File: src/rtl/pfd_charge_pump.sv
// pfd_charge_pump
//   Digital phase-frequency detector with an integrated charge pump for the
//   PLL. Rising edges of the sampled reference and feedback waveforms drive an
//   IDLE/UP/DN/BOTH state machine. The state selects a signed current code for
//   the loop filter. The BOTH state is the anti-backlash overlap: both switches
//   are on for ANTIBL cycles after the lagging edge arrives. A lock detector
//   counts consecutive comparisons whose pulse width is inside LOCK_WIN.
//
// Ports
//   clk          in   clock
//   reset        in   synchronous, active-high reset
//   enable       in   detector enable; low turns the pump off and clears lock
//   ref_in       in   sampled reference waveform
//   fb_in        in   sampled feedback (divided VCO) waveform
//   current_out  out  [18:0] two's-complement pump current code
//   up           out  UP switch active
//   dn           out  DN switch active
//   locked       out  lock indicator
//   pulse_width  out  [15:0] width in cycles of the last completed UP/DN pulse
//
// The FSM state is visible on the outputs: {up, dn} is 00 for IDLE, 10 for UP,
// 01 for DN and 11 for BOTH.
//
// Handshake: there is no valid/ready pair. ref_in and fb_in are sampled on
// every clock edge, and all outputs are registered and valid on every cycle.
module pfd_charge_pump #(
  parameter int I_UP       = 4096,
  parameter int I_DN       = 4096,
  parameter int ANTIBL     = 2,
  parameter int LOCK_WIN   = 3,
  parameter int LOCK_COUNT = 16
) (
  input  logic        clk,
  input  logic        reset,
  input  logic        enable,
  input  logic        ref_in,
  input  logic        fb_in,
  output logic [18:0] current_out,
  output logic        up,
  output logic        dn,
  output logic        locked,
  output logic [15:0] pulse_width
);

  typedef enum logic [1:0] {
    ST_IDLE = 2'd0,
    ST_UP   = 2'd1,
    ST_DN   = 2'd2,
    ST_BOTH = 2'd3
  } state_t;

  localparam logic [18:0] CUR_UP     = 19'(I_UP);
  localparam logic [18:0] CUR_DN     = 19'(-I_DN);
  localparam logic [18:0] CUR_BOTH   = 19'(I_UP - I_DN);
  localparam logic [3:0]  ANTIBL_C   = 4'(ANTIBL);
  localparam logic [31:0] LOCK_WIN_C = 32'(LOCK_WIN);
  localparam logic [7:0]  LOCK_CNT_C = 8'(LOCK_COUNT);

  state_t      state_q, state_d;
  logic        ref_q, fb_q;
  logic [3:0]  bl_cnt_q, bl_cnt_d;
  logic [15:0] width_q, width_d;
  logic [7:0]  lock_cnt_q, lock_cnt_d;
  logic        locked_q, locked_d;
  logic [15:0] pw_q, pw_d;
  logic [18:0] cur_q, cur_d;
  logic        up_q, up_d;
  logic        dn_q, dn_d;

  logic        ref_rise, fb_rise;
  logic        enter_both;
  logic [15:0] meas_w;
  logic [15:0] width_inc;

  assign ref_rise  = ref_in & ~ref_q;
  assign fb_rise   = fb_in & ~fb_q;
  assign width_inc = (width_q == 16'hFFFF) ? width_q : width_q + 16'd1;

  // Next-state, width and lock logic
  always_comb begin
    state_d    = state_q;
    bl_cnt_d   = bl_cnt_q;
    width_d    = width_q;
    lock_cnt_d = lock_cnt_q;
    locked_d   = locked_q;
    pw_d       = pw_q;
    enter_both = 1'b0;
    meas_w     = '0;

    if (!enable) begin
      state_d    = ST_IDLE;
      bl_cnt_d   = '0;
      width_d    = '0;
      lock_cnt_d = '0;
      locked_d   = 1'b0;
    end else begin
      unique case (state_q)
        ST_IDLE: begin
          if (ref_rise && fb_rise) begin
            enter_both = 1'b1;
            meas_w     = '0;
          end else if (ref_rise) begin
            state_d = ST_UP;
            width_d = 16'd1;
          end else if (fb_rise) begin
            state_d = ST_DN;
            width_d = 16'd1;
          end
        end
        ST_UP: begin
          if (fb_rise) begin
            enter_both = 1'b1;
            meas_w     = width_q;
          end else begin
            width_d = width_inc;
          end
        end
        ST_DN: begin
          if (ref_rise) begin
            enter_both = 1'b1;
            meas_w     = width_q;
          end else begin
            width_d = width_inc;
          end
        end
        ST_BOTH: begin
          // The counter was set to 1 on entry, so the machine leaves after
          // exactly ANTIBL cycles. Edges seen here are intentionally dropped.
          if (bl_cnt_q >= ANTIBL_C) begin
            state_d  = ST_IDLE;
            bl_cnt_d = '0;
          end else begin
            bl_cnt_d = bl_cnt_q + 4'd1;
          end
        end
        default: state_d = ST_IDLE;
      endcase

      if (enter_both) begin
        state_d  = ST_BOTH;
        bl_cnt_d = 4'd1;
        width_d  = '0;
        pw_d     = meas_w;
        if ({16'd0, meas_w} <= LOCK_WIN_C) begin
          lock_cnt_d = (lock_cnt_q >= LOCK_CNT_C) ? LOCK_CNT_C : lock_cnt_q + 8'd1;
          if (lock_cnt_d == LOCK_CNT_C) begin
            locked_d = 1'b1;
          end
        end else begin
          lock_cnt_d = '0;
          locked_d   = 1'b0;
        end
      end
    end
  end

  // Outputs are decoded from the next state and registered with it, so they
  // change on the same edge as the state.
  always_comb begin
    cur_d = '0;
    up_d  = 1'b0;
    dn_d  = 1'b0;
    unique case (state_d)
      ST_UP: begin
        cur_d = CUR_UP;
        up_d  = 1'b1;
      end
      ST_DN: begin
        cur_d = CUR_DN;
        dn_d  = 1'b1;
      end
      ST_BOTH: begin
        cur_d = CUR_BOTH;
        up_d  = 1'b1;
        dn_d  = 1'b1;
      end
      default: begin
        cur_d = '0;
      end
    endcase
  end

  always_ff @(posedge clk) begin
    // Edge registers track the inputs even in reset, so an input that is
    // already high when reset is released does not look like a rise.
    ref_q <= ref_in;
    fb_q  <= fb_in;
    if (reset) begin
      state_q    <= ST_IDLE;
      bl_cnt_q   <= '0;
      width_q    <= '0;
      lock_cnt_q <= '0;
      locked_q   <= 1'b0;
      pw_q       <= '0;
      cur_q      <= '0;
      up_q       <= 1'b0;
      dn_q       <= 1'b0;
    end else begin
      state_q    <= state_d;
      bl_cnt_q   <= bl_cnt_d;
      width_q    <= width_d;
      lock_cnt_q <= lock_cnt_d;
      locked_q   <= locked_d;
      pw_q       <= pw_d;
      cur_q      <= cur_d;
      up_q       <= up_d;
      dn_q       <= dn_d;
    end
  end

  assign current_out = cur_q;
  assign up          = up_q;
  assign dn          = dn_q;
  assign locked      = locked_q;
  assign pulse_width = pw_q;

endmodule

File: config.mk
export PLATFORM = sky130hd
export DESIGN_NAME = pfd_charge_pump
export DESIGN_NICKNAME = d
export VERILOG_FILES = /design/src/rtl/pfd_charge_pump.sv
export SDC_FILE = /design/constraint.sdc
export NUM_CORES = 1
export LEC_CHECK = 0
export CAP_MARGIN = 10
export CORE_MARGIN = 10
export CORE_UTILIZATION = 50
export DETAILED_ROUTE_END_ITERATION = 7
export DONT_BUFFER_PORTS = 1
export PLACE_DENSITY = 0.63
export SYNTH_ARGS = -nofsm -noshare
export SYNTH_HDL_FRONTEND = slang
export SYNTH_SLANG_ARGS = --single-unit
export TNS_END_PERCENT = 1
File: constraint.sdc
create_clock -name clk -period 3 [get_ports clk]
set_input_delay 0.45 -clock clk [delete_from_list [all_inputs] [get_ports clk]]
set_output_delay 0.45 -clock clk [all_outputs]
set_load 0.03 [all_outputs]
==> qor.csv, run 1 <==
metric;value;unit
status;finished, final reports clean;
cts_setup_buffers;0;
setup_tns;0;ns
leakage;0.956;nW
fp-row-count;26;
path_delay_family;compound AO/OA/AOI/OAI gates;
cp-end-kind;flop;
synthFlopType;dfxtp_1;
die_w;92.7;um
p_total;0.00135;W
yosys_warnings;0;
final_common_cell;dfxtp_1;
overflow;0;
fin_crit;2.45;ns
drv_slew;0;
syn_area_per_cell;8.36;um2
grt_antenna_before_repair;0;
slew_headroom;0.286;
fmaxAchievable;0.408;GHz
cts_root_buf;clkbuf_8;
port_buffers;0;
fin_skew;0.00676;ns
critPathMaxStageDelay;0.67;ns
synthArstFlopShare;0;
drc;0;
grtUsageTotal;0.134;
grt_max_degree;25;
dp.cells;374;
crit_buf_inv;1;
utilization;0.534;
hold_path_class;input port to flop;
cts_tree;done;
ys_types;45;
initial_utilization;0.517;
tightest_slew;1.06;ns
drive_gt1_frac;0.0769;
core;0.00511;mm2
seq_area_frac_synth;0.394;
fin_crit_sh;0.817;
synthCells;316;
synth-seq-cells;52;
wl;5780;um
clkLatencyLatePin;0.30;ns
final_cell_mix;dfxtp_1, a21oi_1, nand3_1;
synth_edf_count;0;
routabilityCongestion;0.818;
fin_area;0.00273;mm2
post_cts_resize_count;0;
num_io_pins;43;
critical_path_class;flop to flop;
cp_max_fo;18;
dp_hpwl;4220;um
drtPass1Iterations;4;
syn2layout_area_growth;3.27;%
cp_cell_sequence;inv_1, ha_1, and3b_1, o21a_1, a21boi_0, nand3_1, a31oi_1;
cts_made_buffers;5;
cts.sinks;52;
p_per_area;494;mW/mm2
grt_first_pass_wirelength;9650;um
cts_max_path_buffers;2;
dr.first_iter.drc_count;126;
cts_max_level;2;
routedWlPerCell;15.1;um
die-area;0.00859;mm2
die_h;92.7;um
crit_required;3.24;ns
irDropWorstVdd;0.182;mV
finalHoldViolations;0;
syn-cell-area;0.00264;mm2
cp-start-kind;flop;
insertedDiodeCount;0;
grt_pass1_vias;1968;
maxCapViolations;0;
nets;327;
drtAntennaViolNets;0;
placed_area;0.00260;mm2
finalNonFillerCells;382;
via_per_inst;5.68;
vias;2169;
postCtsHoldBufs;0;
crit_arrival;2.69;ns
crit_path_top_delay_cell;a21boi_0;
grt_setup_unrepaired;no;
clkTransAtPathRegs;0.09;ns
setup_viol;0;
==> logic make-up (layout without fill, tap and decap cells) <==
group                      Yosys count  count (layout)  synth area share
and+or+nand+nor                    137             137             0.282
AOI/OAI and AO/OA                   70              70             0.160
DFF                                 52              52             0.394
buffers and inverters               42              27             0.100
adders and majority gates           11              11            0.0521
muxes                                2               2           0.00758
other                                1              12           0.00142
xor gates and xnor gates             1               1           0.00332
==> path summary, 6_finish.rpt <==
kind,to,slack [ns],start,cells past startpoint
setup reg to reg,lock_cnt_q[3],0.55,state_q[0],7
setup / recovery,lock_cnt_q[3],0.55,state_q[0],7
hold / removal,ref_q,0.16,ref_in,0
hold reg to reg,lock_cnt_q[4],0.48,lock_cnt_q[4],2
==> flip-flops by register name, summed over array words and instances (netlist names), 2 cells and up <==
register and count:
width_q 16, state_q 2, lock_cnt_q 8, current_out 2
bl_cnt_q 4, pulse_width 16
==> power by group <==
part | internal, W | total [W] | switching, W
Clock | 0.000294 | 0.000517 | 0.000222
Combinational | 0.0000281 | 0.000111 | 0.0000832
Sequential | 0.000698 | 0.000719 | 0.0000212
Total | 0.00102 | 0.00135 | 0.000327
==> layout make-up <==
type                    instances  area, um2
clock buffers                   7       96.3
inverters                      13       48.8
repair buffers                  6       45.0
multi-input cells             233       1380
flip-flops and latches         52       1040
well taps                      70       87.6
clock inverters                 1       30.0
fillers                       505       2380
==> cell usage after synthesis, types with 2 or more instances <==
library cell | n | area (um2)
a21oi_1 | 39 | 195
a22oi_1 | 2 | 15.0
a31oi_1 | 3 | 18.8
and3_1 | 7 | 43.8
and3b_1 | 2 | 17.5
buf_4 | 17 | 128
buf_6 | 3 | 33.8
clkbuf_1 | 6 | 22.5
clkbuf_8 | 2 | 27.5
dfxtp_1 | 52 | 1040
ha_1 | 11 | 138
inv_1 | 13 | 48.8
mux2i_1 | 2 | 20.0
nand2_1 | 33 | 124
nand2b_1 | 3 | 18.8
nand3_1 | 35 | 175
nand4_1 | 5 | 31.3
nor2_1 | 15 | 56.3
nor2b_1 | 4 | 25.0
nor3_1 | 4 | 20.0
nor4_1 | 6 | 37.5
o21a_1 | 2 | 15.0
o21ai_0 | 4 | 20.0
o31ai_1 | 14 | 105
or2_2 | 2 | 12.5
or4_1 | 11 | 82.6
==> per-stage QoR <==
step / hold slack (ns) / setup WS [ns]
after floorplan: 0.432 / 0.627
after global placement: 0.448 / 0.689
after detailed placement: 0.462 / 0.600
after CTS: 0.155 / 0.557
after global routing: 0.150 / 0.342
final: 0.165 / 0.548
==> worst reg2reg max path, stage by stage, from the launching register on <==
cell and delay [ns]:
dfxtp_1 0.43, inv_1 0.10, ha_1 0.20, and3b_1 0.22
o21a_1 0.42, a21boi_0 0.68, nand3_1 0.16, a31oi_1 0.19
==> layer usage <==
layer | share of wire | global-route usage
met5 | 0 | 0
met1 | 0.48 | 0.176
met2 | 0.43 | 0.202
met4 | 0.017 | 0.0463
met3 | 0.073 | 0.0436
Note: power is estimated with default switching activity, not from simulation.
==> run 2, diff against run 1 <==
clock period = 2.3 ns   (was 3 ns; I/O delays follow)
==> qor.csv, run 2 (same netlist as run 1, synthesis figures left out) <==
metric;value;unit;change
status;finished, final reports clean;;unchanged
regToRegSetupSlack;0.14;ns;was 0.55 ns
grt_setup_unrepaired;no;;unchanged
crit_path_top_delay_cell;or4_1;;was a21boi_0
cts.sinks;52;;unchanged
routedWlPerCell;14.9;um;was 15.1 um
drtAntennaViolNets;0;;unchanged
fin_skew;0.0101;ns;was 0.00676 ns
maxCapViolations;0;;unchanged
num_io_pins;43;;unchanged
fin_crit;2.16;ns;was 2.45 ns
grt_max_degree;24;;was 25
final_cell_mix;dfxtp_1, a21oi_1, nand3_1;;unchanged
clkTransAtPathRegs;0.10;ns;was 0.09 ns
die_h;92.7;um;unchanged
whs;0.0599;ns;was 0.165 ns
routabilityCongestion;0.810;;was 0.818
die_w;92.7;um;unchanged
hold_path_class;input port to flop;;unchanged
crit_buf_inv;2;;was 1
port_buffers;0;;unchanged
crit_required;2.54;ns;was 3.24 ns
fmaxAchievable;0.463;GHz;was 0.408 GHz
postCtsHoldBufs;0;;unchanged
rr_endpoint;width_q[5];;was lock_cnt_q[3]
finalHoldViolations;0;;unchanged
fin_crit_sh;0.939;;was 0.817
p_per_area;620;mW/mm2;was 494 mW/mm2
vias;2233;;was 2169
tightest_slew;0.903;ns;was 1.06 ns
r2r_start;state_q[0];;unchanged
irDropWorstVdd;0.303;mV;was 0.182 mV
cp-end-kind;flop;;unchanged
cp_max_fo;18;;unchanged
critical_path_class;flop to flop;;unchanged
slew_headroom;0.400;;was 0.286
min_from;fb_in;;was ref_in
grt_antenna_before_repair;0;;unchanged
critPathMaxStageDelay;0.47;ns;was 0.67 ns
drv_slew;0;;unchanged
dp_hpwl;4380;um;was 4220 um
clkLatencyLatePin;0.30;ns;about the same
drive_gt1_frac;0.125;;was 0.0769
cts_made_buffers;5;;unchanged
leakage;1.04;nW;was 0.956 nW
dr.first_iter.drc_count;160;;was 126
cts_root_buf;clkbuf_8;;unchanged
cts_max_level;2;;unchanged
setup_tns;0;ns;unchanged
cts_max_path_buffers;2;;unchanged
fp-row-count;26;;unchanged
hold_path_depth;0;;unchanged
wl;5930;um;was 5780 um
cts_tree;done;;unchanged
drtPass1Iterations;4;;unchanged
initial_utilization;0.517;;unchanged
grt_first_pass_wirelength;10200;um;was 9650 um
insertedDiodeCount;0;;unchanged
rr_worst_depth;8;;was 7
crit_arrival;2.40;ns;was 2.69 ns
grt_pass1_vias;2070;;was 1968
cp-start-kind;flop;;unchanged
syn2layout_area_growth;8.48;%;was 3.27%
setup_viol;0;;unchanged
nFillCells;484;;was 505
die-area;0.00859;mm2;unchanged
via_per_inst;5.62;;was 5.68
final_common_cell;dfxtp_1;;unchanged
grtUsageTotal;0.142;;was 0.134
path_delay_family;simple AND/OR/NAND/NOR gates;;was compound AO/OA/AOI/OAI gates
nets;342;;was 327
core;0.00511;mm2;unchanged
overflow;0;;unchanged
drc;0;;unchanged
whs_endpoint;fb_q;;was ref_q
cp_cell_sequence;inv_1, ha_1, and3b_1, nor3_4, o21ai_1, buf_4, or4_1, a21oi_1;;was inv_1, ha_1, and3b_1, o21a_1, a21boi_0, nand3_1, a31oi_1
[run 2: cell types whose count changed in the layout (fill, tap and decap cells not counted)]
cell / before / now
dfxtp_2: 1 / 2
nor3_2: 1 / 0
o2111ai_2: 1 / 0
nor3_4: 0 / 1
o2111ai_4: 0 / 1
dfxtp_1: 51 / 50
buf_4: 6 / 21
nor4b_1: 1 / 0
nor4b_2: 0 / 1
[run 2: power breakdown]
group,total (W),switching [W],internal [W]
Sequential,0.000936,0.0000258,0.000910
Clock,0.000679,0.000295,0.000384
Combinational,0.000160,0.000115,0.0000450
Total,0.00178,0.000436,0.00134
[run 2: per-stage QoR]
stage               instance area, um2  setup slack (ns)   util  total power, W  cells
floorplan                         2680            0.0680      -         0.00111    327
CTS                               2840            0.0544  0.556         0.00180    397
global placement                  2720             0.140  0.532         0.00111    389
global route                      2870            0.0185  0.561         0.00185    397
finish                            2870             0.140  0.561         0.00178    397
detailed placement                2720            0.0990  0.532         0.00111    389
[run 2: worst max path at each step]
stage	slack, ns	cells after the start	startpoint	end
after floorplan	0.07	10	state_q[0]	dn
after global placement	0.14	7	state_q[0]	width_q[7]
after detailed placement	0.1	7	state_q[0]	width_q[7]
after CTS	0.05	7	state_q[0]	width_q[7]
after global routing	0.02	7	state_q[0]	width_q[7]
final	0.14	8	state_q[0]	width_q[5]
[run 2: timing repair]
| action | in CTS | in global routing |
|---|---|---|
| buffers inserted | 0 | 0 |
| endpoints found under the hold margin | 0 | 0 |
| gates resized for setup | 0 | 3 |
| setup endpoints to repair | 0 | 4 |
[run 2: final cells by class]
class	instances	area (um2)	area share
flip-flops and latches	52	1040	0.364
clock buffers	7	96.3	0.0336
well taps	70	87.6	0.0306
repair buffers	21	158	0.0550
inverters	13	48.8	0.0170
multi-input cells	233	1400	0.489
clock inverters	1	30.0	0.0105
[run 2: metal layers]
| metal | part of all wire | vias to the layer above | global-route usage |
|---|---|---|---|
| li1 | - | 1140 | - |
| met1 | 0.50 | 1040 | 0.196 |
| met2 | 0.43 | 49 | 0.209 |
| met3 | 0.067 | 4 | 0.0428 |
| met4 | 0.0081 | 0 | 0.0360 |
| met5 | 0 | - | 0 |
[run 2: worst register-to-register path, cell delays in order, from the launching register on]
cell and delay, ns:
dfxtp_2 0.38, inv_1 0.07, ha_1 0.19, and3b_1 0.23, nor3_4 0.25, o21ai_1 0.12, buf_4 0.21, or4_1 0.47
a21oi_1 0.17
